### src/rtl/td4_pkg.sv
// Shared encodings for the parametrised TD4 core: opcodes, FSM states,
// ALU source selects and the decoded control bundle.
package td4_pkg;

   localparam logic [3:0] OP_ADD_A  = 4'b0000;
   localparam logic [3:0] OP_MOV_AB = 4'b0001;
   localparam logic [3:0] OP_IN_A   = 4'b0010;
   localparam logic [3:0] OP_MOV_A  = 4'b0011;
   localparam logic [3:0] OP_MOV_BA = 4'b0100;
   localparam logic [3:0] OP_ADD_B  = 4'b0101;
   localparam logic [3:0] OP_IN_B   = 4'b0110;
   localparam logic [3:0] OP_MOV_B  = 4'b0111;
   localparam logic [3:0] OP_OUT_B  = 4'b1001;
   localparam logic [3:0] OP_OUT_IM = 4'b1011;
   localparam logic [3:0] OP_HALT   = 4'b1100;
   localparam logic [3:0] OP_JNC    = 4'b1110;
   localparam logic [3:0] OP_JMP    = 4'b1111;

   localparam logic [1:0] ST_FETCH = 2'd0;
   localparam logic [1:0] ST_EXEC  = 2'd1;
   localparam logic [1:0] ST_HALT  = 2'd2;

   localparam logic [1:0] SEL_A    = 2'd0;
   localparam logic [1:0] SEL_B    = 2'd1;
   localparam logic [1:0] SEL_IN   = 2'd2;
   localparam logic [1:0] SEL_ZERO = 2'd3;

   typedef struct packed {
      logic [1:0] sel;
      logic       wr_a;
      logic       wr_b;
      logic       wr_out;
      logic       cf_we;
      logic       jump;
      logic       halt;
   } ctrl_t;

endpackage

### src/rtl/td4_alu_param.sv
// DW-bit adder with carry-out; carry-in is always zero.
module td4_alu_param #(
   parameter int DW = 4
) (
   input  logic [DW-1:0] a,
   input  logic [DW-1:0] b,
   output logic [DW-1:0] sum,
   output logic          carry
);

   assign {carry, sum} = {1'b0, a} + {1'b0, b};

endmodule

### src/rtl/td4_core_param.sv
// Parametrised TD4 core with a req/valid instruction fetch handshake.
// Define TD4_HALT_EN to make opcode 1100 enter an absorbing HALT state.
module td4_core_param
   import td4_pkg::*;
#(
   parameter int            DW     = 4,
   parameter int            AW     = 4,
   parameter logic [AW-1:0] RST_PC = '0
) (
   input  logic          clk,
   input  logic          rst,
   output logic          imem_req,
   output logic [AW-1:0] imem_addr,
   input  logic          imem_valid,
   input  logic [DW+3:0] imem_data,
   input  logic [DW-1:0] in_port,
   output logic [DW-1:0] out_port,
   output logic          cf,
   output logic          halted
);

   logic [1:0]    state;
   logic [AW-1:0] pc;
   logic [DW+3:0] ir;
   logic [DW-1:0] reg_a, reg_b;

   logic [3:0]    opcode;
   logic [DW-1:0] imm;
   ctrl_t         ctrl;
   logic [DW-1:0] src, sum;
   logic          carry;
   logic [AW-1:0] target;

   assign opcode = ir[DW+3:DW];
   assign imm    = ir[DW-1:0];

   // Cases whose cf result must be 0 all add Im to zero, so the carry is 0 there.
   always_comb begin
      // NOTE: every output gets a default first so no path leaves it unassigned (no latch).
      ctrl = '{sel: SEL_ZERO, wr_a: 1'b0, wr_b: 1'b0, wr_out: 1'b0,
               cf_we: 1'b1, jump: 1'b0, halt: 1'b0};
      case (opcode)
         OP_ADD_A:  begin ctrl.sel = SEL_A;  ctrl.wr_a = 1'b1; end
         OP_MOV_AB: begin ctrl.sel = SEL_B;  ctrl.wr_a = 1'b1; end
         OP_IN_A:   begin ctrl.sel = SEL_IN; ctrl.wr_a = 1'b1; end
         OP_MOV_A:  ctrl.wr_a = 1'b1;
         OP_MOV_BA: begin ctrl.sel = SEL_A;  ctrl.wr_b = 1'b1; end
         OP_ADD_B:  begin ctrl.sel = SEL_B;  ctrl.wr_b = 1'b1; end
         OP_IN_B:   begin ctrl.sel = SEL_IN; ctrl.wr_b = 1'b1; end
         OP_MOV_B:  ctrl.wr_b = 1'b1;
         OP_OUT_B:  begin ctrl.sel = SEL_B;  ctrl.wr_out = 1'b1; end
         OP_OUT_IM: ctrl.wr_out = 1'b1;
         OP_JMP:    ctrl.jump = 1'b1;
         OP_JNC:    ctrl.jump = ~cf;
`ifdef TD4_HALT_EN
         OP_HALT:   begin ctrl.halt = 1'b1; ctrl.cf_we = 1'b0; end
`else
         OP_HALT:   ctrl.cf_we = 1'b0;
`endif
         default:   ctrl.cf_we = 1'b0;
      endcase
   end

   always_comb begin
      case (ctrl.sel)
         SEL_A:   src = reg_a;
         SEL_B:   src = reg_b;
         SEL_IN:  src = in_port;
         default: src = '0;
      endcase
   end

   td4_alu_param #(.DW(DW)) u_alu (
      .a     (src),
      .b     (imm),
      .sum   (sum),
      .carry (carry)
   );

   generate
      if (AW > DW) begin : g_tgt_ext
         assign target = {{(AW-DW){1'b0}}, imm};
      end else begin : g_tgt_trunc
         assign target = imm[AW-1:0];
      end
   endgenerate

   always_ff @(posedge clk or posedge rst) begin
      if (rst) begin
         state    <= ST_FETCH;
         pc       <= RST_PC;
         ir       <= '0;
         reg_a    <= '0;
         reg_b    <= '0;
         out_port <= '0;
         cf       <= 1'b0;
      end else begin
         // NOTE: state registers use non-blocking assignments so every update sees pre-edge values.
         case (state)
            ST_FETCH: begin
               if (imem_valid) begin
                  ir    <= imem_data;
                  state <= ST_EXEC;
               end
            end
            ST_EXEC: begin
               if (ctrl.wr_a)   reg_a    <= sum;
               if (ctrl.wr_b)   reg_b    <= sum;
               if (ctrl.wr_out) out_port <= sum;
               if (ctrl.cf_we)  cf       <= carry;
               if (ctrl.halt) begin
                  state <= ST_HALT;
               end else begin
                  pc    <= ctrl.jump ? target : pc + 1'b1;
                  state <= ST_FETCH;
               end
            end
`ifdef TD4_HALT_EN
            ST_HALT: state <= ST_HALT;
`endif
            default: state <= ST_FETCH;
         endcase
      end
   end

   assign imem_req  = (state == ST_FETCH);
   assign imem_addr = pc;

`ifdef TD4_HALT_EN
   assign halted = (state == ST_HALT);
`else
   assign halted = 1'b0;
`endif

endmodule
### config.mk
export PLATFORM = sky130hd
export DESIGN_NAME = td4_core_param
export DESIGN_NICKNAME = d
export VERILOG_FILES = /design/src/rtl/td4_pkg.sv /design/src/rtl/td4_alu_param.sv /design/src/rtl/td4_core_param.sv
export SDC_FILE = /design/constraint.sdc
export NUM_CORES = 1
export LEC_CHECK = 0
export CAP_MARGIN = 20
export CORE_MARGIN = 3
export CORE_UTILIZATION = 30
export CTS_BUF_LIST = sky130_fd_sc_hd__clkbuf_16
export DETAILED_ROUTE_END_ITERATION = 12
export PLACE_DENSITY = 0.63
export SLEW_MARGIN = 10
export SYNTH_ARGS = -nofsm -noshare
export SYNTH_HDL_FRONTEND = slang
export SYNTH_SLANG_ARGS = --single-unit
### constraint.sdc
create_clock -name clk -period 6.85 [get_ports clk]
set_clock_uncertainty 0.2 [all_clocks]
set_input_delay 2.055 -clock clk [delete_from_list [all_inputs] [get_ports clk]]
set_output_delay 2.055 -clock clk [all_outputs]
set_load 0.01 [all_outputs]
### Yosys cells after proc, flatten, opt, wreduce, memory -nomap -nowiden

Cells that the tools add are included.

* $add $sub $neg: 2
* multipliers: 0
* divide/modulo/power cells: 0
* order comparisons: 0
* equality and inequality tests: 15
* shifts and indexed selects: 0
* multiplexer cells: 10
* bitwise logic cells: 1
* reductions and logical operators: 15

Operators with widths (count)
* $eq 4x3->1 const B: 4
* $eq 4x4->1 const B: 4
* $pmux 4 s3: 1
* $reduce_or 12->1: 1
* $reduce_and 2->1: 5
* $eq 4x2->1 const B: 2
* $reduce_or 4->1: 2
* $pmux 2 s3: 1
* $reduce_or 2->1: 3
* $add 4x4->5: 1
* $add 4x1->4 const B: 1
* $eq 2x1->1 const B: 2
* $eq 4x1->1 const B: 1
* $logic_not 2->1: 2
* $logic_not 4->1: 1
* $mux 1: 4
* $mux 2: 2
* $mux 4: 1
* $reduce_or 3->1: 1
* $eq 2x2->1 const B: 1
* $ne 2x1->1 const B: 1
* $pmux 1 s2: 1
* $not 1->1: 1

* register bits: 27
* latch bits: 0
* bits in writable memories: 0
* bits in read-only memories: 0
* bits of input ports: 15
* output and inout bits: 11
* logic and storage cells: 50
* memories: 0

### Logic depth before layout (Yosys ltp)

Gate-level depths: netlist of run 1.

* depth after elaboration: 6
* gate-level depth with buffers: 8
* mapped depth without buffers: 8

### Modules after synthesis

From an unflattened synthesis of run 1, not the netlist that was laid out.

* cell total of the unflattened synthesis: 114
* area, all modules: 1362.6 um^2

Modules (own cells, without submodules)
* td4_core_param: instances 1, cells each 98, area an instance 1226.2 um^2, sequential area each 650.6 um^2
* td4_alu_param: instances 1, cells each 16, area an instance 136.4 um^2, sequential area each 0.0 um^2

### Worst setup path before layout of run 1

Ideal clock, no wire load.

* path type: input to register
* start: input in_port[0]
* end: register cf
* setup time: 126 ps
* arrival: 3179 ps
* data required time: 6524 ps
* slack: 3345 ps
* cell stages on the path: 7
* path buffers: 0
* cells stage by stage: mux2i_1 o2bb2ai_1 ha_1 fa_1 a21o_1 a21oi_1 mux2i_1

* longest elaborated chain between the ends: 2

Ends and longest elaborated chain
* start: declaration: line td4_core_param.sv:16 `input logic [DW-1:0] in_port,`
* $pmux 4 s3: line td4_core_param.sv:65 `case (ctrl.sel)`
* $add 4x4->5: line td4_alu_param.sv:11 `assign {carry, sum} = {1'b0, a} + {1'b0, b};`
* end signal: assignment: line td4_core_param.sv:110 `if (ctrl.cf_we) cf <= carry;`
* end: declaration: line td4_core_param.sv:18 `output logic cf,`

No other way between the ends.
A chain may end at the register's enable or synchronous reset.

### Worst setup path in the final report of run 1

* start: register state[0]
* end: output imem_req

* longest elaborated chain between the ends: 1

Ends and longest elaborated chain
* start: declaration: line td4_core_param.sv:22 `logic [1:0] state;`
* start signal: assignment: line td4_core_param.sv:90 `state <= ST_FETCH;`
* start signal: assignment: line td4_core_param.sv:103 `state <= ST_EXEC;`
* start signal: assignment: line td4_core_param.sv:112 `state <= ST_HALT;`
* $logic_not 2->1: line td4_core_param.sv:126 `assign imem_req = (state == ST_FETCH);`
* end: declaration: line td4_core_param.sv:12 `output logic imem_req,`

No other way between the ends.

==> results.txt, run 1 <==
- Final antenna-violating net count: 0
* Count of routing violations after the opening detailed-route iteration: 63
* Clk pwr share: 26.2%
- TritonCTS clock tree: done
* Most crowded layer after global routing: met2
- After technology mapping, the gate count stands at 118.
* Detail Placement HPWL: 2.095 mm
* Global-route wire length before repair: 4.774 mm
- Ranked by instance count, the synthesized netlist is headed by sky130_fd_sc_hd__dfrtp_1, sky130_fd_sc_hd__mux2_2, sky130_fd_sc_hd__nand2_1.
* Met3 track utilization from global routing: 3.420%
- Yosys instantiated no cell more often than sky130_fd_sc_hd__dfrtp_1.
- The completed layout was analyzed and its total power is 649.7 µW.
* Worst slack at placement: ~2.8 ns
- Cell leakage power: between 0.7 and 0.8 nW
- Synth top area cells: sky130_fd_sc_hd__dfrtp_1, sky130_fd_sc_hd__mux2_2, sky130_fd_sc_hd__ha_1
- At the end of routability-driven placement, the weighted congestion stood at 0.8333.
- Tmin final: 3.795 ns
- The filler cells instantiated in the layout total 409.
* DP Cell Count: 186
* Height of the die: between 70 and 80 µm
- Number of remaining DRC errors: 0
- Setup slack after layout: around 3 ns
- Register area share after synthesis: between 40% and 50%
- Summed over all layers, the routed wires come to 2.888 mm.
* Antenna violations before repair: 0
* Number of endpoints failing setup at the final stage: 0
- Setup repair after global routing missed its margin: no
- The mapped netlist covers about 1400 µm².
- Share of flip-flops with an asynchronous set or reset: 100.0%
* Cells along the critical path: inv_1, clkdlybuf4s50_1
- Global routing consumed, on the met2 layer, 18.77% of the routing resources.
- Count of cells resized by post-cts repair: 0
- Yosys reg bits: 26
- Global routing used 16.07% of the available met1 tracks.
- Cell at the root of the clock tree: sky130_fd_sc_hd__clkbuf_16
* Per-instance average area after synthesis: 11.55 µm²
* IO Count: 26
- In this run, the combinational gates consume 34.6% of the power.
- Synthesis instantiated 37 different standard cells from the library.
- Global routing finished with a remaining overflow of 0.
- The analysis attributes to net switching a power of between 150 and 200 µW.
- The die is 73.40 µm wide.
* Diode count: 0
- Using the TritonRoute via totals, the vias-per-cell ratio works out to 5.126.
* Core box area: 4202 µm²
- Per-cell routed wire length: about 15 µm
- Grouping stages by cell kind, the critical path spends the most delay in buffers and inverters.
- Detailed-routing iteration count for the pre-antenna-repair pass: 4
- The via count of the first global-routing pass was 965.
* Worst slew pin tran: 0.7446 ns
* Clock sink count: 26
- Static timing analysis puts the maximum clock frequency at between 200 and 300 MHz.
- Level count of the clock H-tree: 1
* Standard-cell rows: 23
* Status: complete, no violations
* Count of flip-flops with a built-in enable after synthesis: 0
* Initial core utilization: about a third
* All-layer global routing usage: 11.89%
- The final-report hold violation count came to 0.
* Endpoint kind of the worst setup timing path: primary output
- Setup total negative slack on the finished layout was measured at 0 ns.
- Count of port buffers added during placement: 24
- The number of nets in the synthesized netlist is ~140.
- Main synth FF type: sky130_fd_sc_hd__dfrtp_1
* Hold buffer count at cts: 0
- Clock transition at path regs: 0.07 ns
- The critical path is of the reg -> out type.
- In this run, flip-flops and latches consume 39.2% of the power.
* CP startpoint kind: flip-flop
* Die Area: 5387 µm²
- For the worst-skew pair, the clock arrives at the later sink with an insertion delay of 0.26 ns.
- The final number of max-transition violations was 0.
- Final Cycle Share: roughly 55%
* Area share of the largest cell type after synthesis: 47.75%
* Number of setup buffers added after CTS: 0
- Endpoint arrival time on the critical path: 1.54 ns
- Power per unit of standard cell area: about 370 nW/µm²
* Cell with the biggest individual delay on the critical path: sky130_fd_sc_hd__dfrtp_1
- Of the total power, the share spent switching nets is around 30%.
- sky130_fd_sc_hd__dfrtp_1 takes more of the synthesized area than any other cell.
- From synthesis to final layout, the design area changed by 27.73%.
- Total via count after detailed routing: around 1000
- Largest net degree at the start of global routing: 27
- Final non-filler cell total: 191
- Slowest cell delay on critical path: 0.63 ns
- Yosys printed 0 warnings.
- Maximum number of buffers from clock root to sink: 2
* Cell-internal power: 455.0 µW
* Placed cell area: around 1600 µm²
* Required time of the critical path: 4.60 ns
- The min-delay analysis places its worst path in the category reg -> reg.
* Final Cell Area: 1740 µm²
- Measured against its own limit, the worst slew margin works out to around 50%.
- CTS buffer count: 3
* Worst IR drop on VDD: 161.5 µV
* Buffering stage count on the worst path with inverters included: 2
- Max-Cap Viols: 0
* Fraction of layout cells with a size suffix above 1: 14.18%
- Number of nets at the end of the flow: approximately 160
- Critical path peak fanout: 15
==> cell families after synthesis <==
logic type,share of synthesized area [%]
simple gates,11.30
mux,15.70
fa+ha+maj,6.061
compound gates,13.59
other cells,0.2752
buf+inv,4.683
flops,47.75
xor+xnor,0.6429
==> final cells by class <==
| type | instances | area, µm² | area share (%) |
|---|---|---|---|
| tap | 50 | 62.56 | 3.595 |
| clock buffer | 3 | 75.07 | 4.313 |
| inverter | 5 | 18.77 | 1.078 |
| timing repair buffer | 25 | 255.2 | 14.67 |
| clock inverter | 1 | 30.03 | 1.725 |
| sequential | 26 | 650.6 | 37.38 |
| multi-input combinational | 81 | 648.1 | 37.24 |
==> state kept, by name (all words and copies together), names as in the netlist <==
register and flops:
cf 1, imem_addr 4, ir 8, out_port 4, reg_a 4, reg_b 4
state 1
==> final timing paths <==
path	start	endpoint	slack, ns	cells past startpoint
max reg2reg	ir[5]	reg_a[1]	4.31	5
min reg2reg	out_port[3]	out_port[3]	0.28	2
min in group asynchronous	rst	reg_a[0]	1.94	2
max	state[0]	imem_req	3.05	2
min	out_port[3]	out_port[3]	0.28	2
max in group asynchronous	rst	imem_addr[1]	4.02	3
==> metal layers <==
| metal | vias up | part of all wire, % |
|---|---|---|
| met3 | 2 | 5.0 |
| li1 | 477 | - |
| met5 | - | 0 |
| met4 | 0 | 0.28 |
| met1 | 478 | 46 |
| met2 | 22 | 49 |
==> power groups by stage <==
stage          clock network, mW  registers [mW]  logic [mW]
2_1_floorplan                  0           0.254       0.137
3_3_place_gp                   0           0.254       0.220
3_5_place_dp                   0           0.258       0.224
4_1_cts                    0.175           0.255       0.226
5_1_grt                    0.182           0.263       0.250
6_report                   0.170           0.255       0.225
==> through the flow <==
step | hold slack [ns] | utilization, %
floorplan | 0.2463 | -
global placement | 0.2619 | 38.56
finish | 0.2822 | 41.42
detailed placement | 0.2726 | 38.56
CTS | 0.2881 | 41.07
global route | 0.3151 | 41.42
==> layout by cell type, fill, tap and decap left out, types with 3 or more instances in the layout <==
| cell | synthesis | layout |
|---|---|---|
| sky130_fd_sc_hd__a21oi_1 | 3 | 3 |
| sky130_fd_sc_hd__nand3_1 | 4 | 4 |
| sky130_fd_sc_hd__nor2_1 | 3 | 3 |
| sky130_fd_sc_hd__o21ai_0 | 5 | 5 |
| sky130_fd_sc_hd__nand2_1 | 8 | 8 |
| sky130_fd_sc_hd__o31ai_1 | 3 | 3 |
| sky130_fd_sc_hd__mux2_2 | 11 | 11 |
| sky130_fd_sc_hd__clkbuf_16 | 0 | 3 |
| sky130_fd_sc_hd__o2bb2ai_1 | 4 | 4 |
| sky130_fd_sc_hd__inv_1 | 5 | 5 |
| sky130_fd_sc_hd__ha_1 | 5 | 5 |
| sky130_fd_sc_hd__dfrtp_1 | 26 | 26 |
| sky130_fd_sc_hd__mux2i_1 | 6 | 6 |
| sky130_fd_sc_hd__clkdlybuf4s50_1 | 0 | 24 |
| sky130_fd_sc_hd__nor2b_1 | 3 | 3 |
==> worst reg2reg max path: cells and delay by family, from the launching register on <==
kind / cells / cell delay, ns
multiplexers: 1 / 0.29
adder cells (fa/ha/maj): 2 / 0.68
flip-flops: 1 / 0.52
AO/OA/AOI/OAI: 2 / 0.75
Note: power is estimated with default switching activity, not from simulation.
==> inputs of run 2 (changes only) <==
Settings changed: PLACE_DENSITY 0.63 to 0.65.
Clock period 6.85 ns to 3.45 ns, I/O delays scaled along.
==> run 2 against run 1 <==
Sequential share of layout area is 0.57 points higher. Via count increased by 1.6%. Non-clock buffer count is 1 higher. Clock power rose by 52%. Routed wire length down 1.5%. Worst hold slack better by 0.0020 ns. First-iteration DRC count decreased by 52%. Final cell count grew 0.52%. Sequential cell count unchanged. Critical path type unchanged. Highest routed layer unchanged.
==> results.txt, run 2 (synthesized netlist as in run 1, its figures left out) <==
* Mean number of vias per cell: 5.182
* Cell at the root of the clock tree: sky130_fd_sc_hd__clkbuf_16
- Critical path peak fanout: 15
- Die X-Extent: 73.40 µm
- The register with the most flip-flops in the layout has 8 of them.
- In the final design database the tool counted between 150 and 200 nets.
- After routing, the total negative slack on setup checks comes to 0 ns.
* CTS buffer count: 3
* Worst-case hold slack: between 0.2 and 0.3 ns
- Worst slew pin tran: approximately 0.59 ns
* Worst slack at placement: between 0.4 and 0.5 ns
- Most frequent standard cell in the layout excluding fill and tap cells: sky130_fd_sc_hd__dfrtp_1
* Die Area: around 5400 µm²
* Cells along the critical path: inv_1, clkdlybuf4s50_1
- Area growth, synth to finish: 25.80%
- For this run the aggregate overflow at the end of global routing stands at 0.
- Fraction of layout cells with a size suffix above 1: 14.08%
* Tmin final: 2.774 ns
* Core box area: 4202 µm²
* Post-route core utilization: 40.80%
- The flow ran to the end, and the final reports show no timing, DRC or antenna violations.
- Detailed routing inserted a total of 995 vias.
* Detail Placement HPWL: roughly 2.2 mm
- Clock-pin slew was measured on the worst setup and hold paths at ~0.070 ns.
- Power per unit of standard cell area: 706.8 nW/µm²
- Count of port buffers added during placement: 24
- After filler insertion, the fill cell instance count of the layout stands at just over 400.
* Endpoint arrival time on the critical path: 1.54 ns
* Vias in the first global route: approximately 1000
* Global-route wire length before repair: 4.795 mm
- Level count of the clock H-tree: 1
- CP startpoint kind: flip-flop
- Commonest non-fill, non-tap cells in the layout: sky130_fd_sc_hd__dfrtp_1, sky130_fd_sc_hd__clkdlybuf4s50_1, sky130_fd_sc_hd__mux2_2, sky130_fd_sc_hd__nand2_1, sky130_fd_sc_hd__mux2i_1
- Setup slack after layout: 0.6760 ns
- Maximum number of buffers from clock root to sink: 2
- Number of setup buffers added after CTS: 0
- The tool flagged a number of max-cap violations equal to 0.
* Per-cell routed wire length: between 10 and 15 µm
* Number of endpoints failing setup at the final stage: 0
- Count of cells resized by post-cts repair: 0
- Together, buffers and inverters on the worst path number 2.
- Standard-cell rows: 23
- DP Cell Count: between 150 and 200
- Routability-driven placement finished with a final weighted congestion of 0.8320.
- The analysis attributes to cell leakage a power of 0.7466 nW.
- Count of routing violations after the opening detailed-route iteration: 30
- Number of remaining DRC errors: 0
- Entering global routing, the biggest net connects 16 pins.
- Among cell families on the critical path, the largest total delay comes from buffers and inverters.
* Required time of the critical path: 2.21 ns
- 0 antenna diodes ended up in the layout.
* TritonCTS clock tree: done
- All-layer global routing usage: 11.44%
* Setup Crit Path Kind: reg -> out
- Clock tree synthesis found a total of 26 sinks.
- The worst path uses 80.40% of the clock period.
* Antenna violations before repair: 0
- Register bank with the most flops: ir
- Setup repair after global routing missed its margin: no
* Initial core utilization: 32.43%
- IO Count: 26
- Headroom to the max-slew limit: 60.17%
- The worst-case IR drop observed on VDD is just over 400 µV.
* Endpoint kind of the worst setup timing path: primary output
- The largest individual stage delay along the critical path comes from the cell sky130_fd_sc_hd__dfrtp_1.
* Achievable frequency: 360.5 MHz
- Class of the tightest hold or removal check: reg -> reg
- Hold buffer count at cts: 0
- The final number of max-transition violations was 0.
* Total wirelength of the detailed-routed design: 2.845 mm
- Excluding fillers, the count of instances in the completed layout stands at 192.
- The final-report hold violation count is 0.
- Detailed-routing iteration count for the pre-antenna-repair pass: 4
* Height of the die: approximately 73 µm
- For the worst-skew pair, the clock arrives at the later sink with an insertion delay of around 0.26 ns.
- Final antenna-violating net count: 0
- Slowest cell delay on critical path: 0.63 ns
[run 2: layout make-up]
class	count	area (µm²)	share of cell area, %
flip-flops and latches	26	650.6	37.96
multi-input cells	81	648.1	37.81
repair buffers	26	255.2	14.89
clock buffers	3	75.07	4.380
well taps	50	62.56	3.650
inverters	5	18.77	1.095
clock inverters	1	3.754	0.2190
[run 2: per-stage QoR]
stage | power, mW | cell area [µm²]
2_1_floorplan | 0.7752 | 1363
3_3_place_gp | 0.9433 | 1635
3_5_place_dp | 0.9584 | 1635
4_1_cts | 1.222 | 1714
5_1_grt | 1.292 | 1714
6_report | 1.211 | 1714
[run 2: worst register-to-register path, stage by stage, from the launching register on]
cell                        delay (ns)
sky130_fd_sc_hd__dfrtp_1          0.52
sky130_fd_sc_hd__a211oi_1         0.54
sky130_fd_sc_hd__o2bb2ai_1        0.18
sky130_fd_sc_hd__ha_1             0.20
sky130_fd_sc_hd__fa_1             0.47
sky130_fd_sc_hd__mux2_4           0.29
[run 2: path summary, 6_finish.rpt]
path / startpoint / depth (start not counted) / slack (ns) / endpoint
max: state[0] / 2 / 0.68 / imem_req
min: reg_a[2] / 2 / 0.28 / reg_a[2]
max reg2reg: ir[5] / 5 / 0.94 / reg_a[1]
min reg2reg: reg_a[2] / 2 / 0.28 / reg_a[2]
max in group asynchronous: rst / 3 / 1.55 / out_port[3]
min in group asynchronous: rst / 2 / 0.92 / ir[4]
[run 2: report_power, final]
| group | switching [mW] | total [mW] | internal, mW | leakage (nW) |
|---|---|---|---|---|
| registers | 0.0929 | 0.508 | 0.415 | 0.308 |
| logic | 0.187 | 0.444 | 0.258 | 0.400 |
| clock network | 0.104 | 0.259 | 0.155 | 0.0385 |
| total | 0.383 | 1.21 | 0.828 | 0.747 |
[run 2: per-layer routing]
layer	GRT usage [%]	vias up	part of all wire (%)
met5	0	-	0
met4	1.207	0	0.14
met3	3.010	2	5.0
met2	18.37	20	48
met1	16.07	496	47
li1	-	477	-
==> inputs of run 3 (changes only) <==
Settings changed: PLACE_DENSITY 0.65 to 0.63.
Clock period 3.45 ns to 2.65 ns, I/O delays scaled along.
==> run 3 against run 2 <==
Clock power grew 26%. First-iteration DRC count is the same. Clock-buffer cell count did not move. Worst hold slack got worse by 0.0035 ns. Power rose by 30%. Sequential cell count stayed put. Sequential power up 27%. Die area stayed put. Final cell count grew 2.1%. Sequential share of layout area decreased by 0.65 points. Via count shrank 2.7%. Core utilization is 0.71 points higher.
==> results.txt, run 3 (synthesized netlist as in run 1, its figures left out) <==
- The worst path uses 94.69% of the clock period.
- Worst slack at placement: -0.1151 ns
- # fillers: 402
- The cell that appears most often on the critical path is sky130_fd_sc_hd__mux2i_1.
- The later pin in the worst-skew pair is clocked with a latency of 0.25 ns.
* Global-route wire length before repair: 4.512 mm
* Clk pwr share: between 20% and 30%
- Worst IR drop on VDD: 456.9 µV
* Number of endpoints failing setup at the final stage: 0
- Cells with a size suffix above 1 make up 16.44% of the layout.
- Cell internal power was estimated by the tool at 1.087 mW.
* Endpoint kind of the worst setup timing path: flip-flop
- CP startpoint kind: input pin
* Count of port buffers added during placement: 24
- CTS saw 26 sinks.
* Register bank with the most flops: ir
* All-layer global routing usage: 11.05%
* CTS buffer count: 3
* Level count of the clock H-tree: 1
* Mean number of vias per cell: ~4.9
* Number of remaining DRC errors: 0
* Detail Placement HPWL: 2.126 mm
* Standard-cell rows: 23
- STA puts the critical path data arrival time at roughly 2.5 ns.
- The library cell used most frequently in the layout, excluding fill and tap cells, is sky130_fd_sc_hd__dfrtp_1.
* Final Hold Viols: 0
* Max-Cap Viols: 0
* Cell leakage power: 0.7665 nW
- The kind of cell with the highest combined delay along the critical path is adder cells.
* Setup Crit Path Kind: in -> reg
* Cells along the critical path: clkdlybuf4s50_1, mux2i_1, o2bb2ai_1, ha_1, fa_1, a21o_1, a21oi_1, mux2i_1
* Maximum number of buffers from clock root to sink: 2
- Clock-pin slew was measured on the worst setup and hold paths at 0.06 ns.
* Total via count after detailed routing: 968
- Achievable frequency: approximately 400 MHz
* Setup slack after layout: 0.1407 ns
- The floorplan step defined a core boundary enclosing 4202 µm².
* Detailed-routing iteration count for the pre-antenna-repair pass: 4
- With fillers left out, the area of the finished cells amounts to 1744 µm².
* Cell at the root of the clock tree: sky130_fd_sc_hd__clkbuf_16
- For this block, the routed nets add up to between 2 and 3 mm of wire.
* Die Area: 5387 µm²
- Final antenna-violating net count: 0
- Tmin final: 2.509 ns
* Buffering stage count on the worst path with inverters included: 1
- TritonCTS built the clock tree.
- Number of nets at the end of the flow: 168
- Status: complete, no violations
* Register area: 650.6 µm²
* Number of setup buffers added after CTS: 0
* Final non-filler cell total: 196
* Switching pwr: 489.0 µW
* Vias in the first global route: 964
- Hold timing on the final database bottoms out at a slack of 0.2807 ns.
- Entering global routing, the biggest net connects 15 pins.
- In this run, placement finished with an instance count of 192.
* Die X-Extent: 73.40 µm
* RD Place Congestion: 0.8471
- In this run switching power makes up 31.02% of total power.
* Slowest cell delay on critical path: 0.41 ns
- Sum of overflow across all layers after global routing: 0
* Cell with the biggest individual delay on the critical path: sky130_fd_sc_hd__fa_1
- Critical path peak fanout: 2
- For this design the ratio of total power to cell area is 903.8 nW/µm².
- The number of gates resized after CTS was 0.
* Class of the tightest hold or removal check: reg -> reg
- 0 antenna diodes ended up in the layout.
* Placed cell area: 1665 µm²
* Required time of the critical path: 2.59 ns
* Commonest non-fill, non-tap cells in the layout: sky130_fd_sc_hd__dfrtp_1, sky130_fd_sc_hd__clkdlybuf4s50_1, sky130_fd_sc_hd__mux2_2, sky130_fd_sc_hd__nand2_1
* Flip-flop count of the largest register after layout: 8
- The multi-input combinational cells in the finished layout cover a total of 648.1 µm².
* Height of the die: 73.40 µm
- Part of the power in combinational logic: 38.3%
* Count of routing violations after the opening detailed-route iteration: 30
* Per-cell routed wire length: 14.32 µm
* Number of pins exceeding their max-slew limit in the final report: 0
- Setup repair after global routing missed its margin: no
- Antenna violations before repair: 0
- Compared with the post-synthesis result, the final layout area differs by 28.01%.
- The initial utilization of the core area, before any placement, comes to approximately 32%.
- IO Count: 26
- Registers are responsible for 41.0% of the overall power.
- Hold buffer count at cts: 0
run 3: worst register-to-register path: stages, from the launching register on:
cell and delay [ns]:
sky130_fd_sc_hd__dfrtp_1 0.46, sky130_fd_sc_hd__a211oi_1 0.27, sky130_fd_sc_hd__buf_4 0.17, sky130_fd_sc_hd__o2bb2ai_1 0.11, sky130_fd_sc_hd__ha_1 0.19, sky130_fd_sc_hd__fa_1 0.47
sky130_fd_sc_hd__mux2_4 0.29
run 3: area by class of cell:
class	instances	share of cell area, %
clock buffers	3	4.304
well taps	50	3.587
flip-flops and latches	26	37.30
inverters	5	1.076
repair buffers	30	16.36
clock inverters	1	0.2152
multi-input cells	81	37.16
run 3: power groups by stage:
stage / sequential, mW / combinational (mW) / clock, mW
5_1_grt: 0.667 / 0.667 / 0.353
2_1_floorplan: 0.656 / 0.353 / 0
3_3_place_gp: 0.646 / 0.593 / 0
4_1_cts: 0.648 / 0.612 / 0.339
3_5_place_dp: 0.655 / 0.606 / 0
6_report: 0.647 / 0.604 / 0.326
run 3: per-stage QoR:
step | total power [mW] | utilization, % | TNS (ns)
6_report | 1.576 | 41.51 | 0
5_1_grt | 1.686 | 41.51 | 0
2_1_floorplan | 1.009 | - | 0
3_3_place_gp | 1.238 | 39.64 | -0.4130
3_5_place_dp | 1.261 | 39.64 | -0.7505
4_1_cts | 1.600 | 41.51 | 0
run 3: final timing paths:
kind / startpoint / to / slack, ns / depth (start not counted)
worst max-delay path: in_port[0] / cf / 0.14 / 8
worst min-delay path: reg_a[3] / reg_a[3] / 0.28 / 2
worst max register to register: ir[6] / reg_a[1] / 0.38 / 6
worst min register to register: reg_a[3] / reg_a[3] / 0.28 / 2
max in group asynchronous: rst / reg_a[3] / 1.43 / 3
min in group asynchronous: rst / ir[5] / 0.65 / 3
run 3: metal layers:
layer	wire, µm	track usage, %
met1	1404	15.17
met2	1254	17.38
met3	136	3.010
met4	12	2.616
met5	0	0
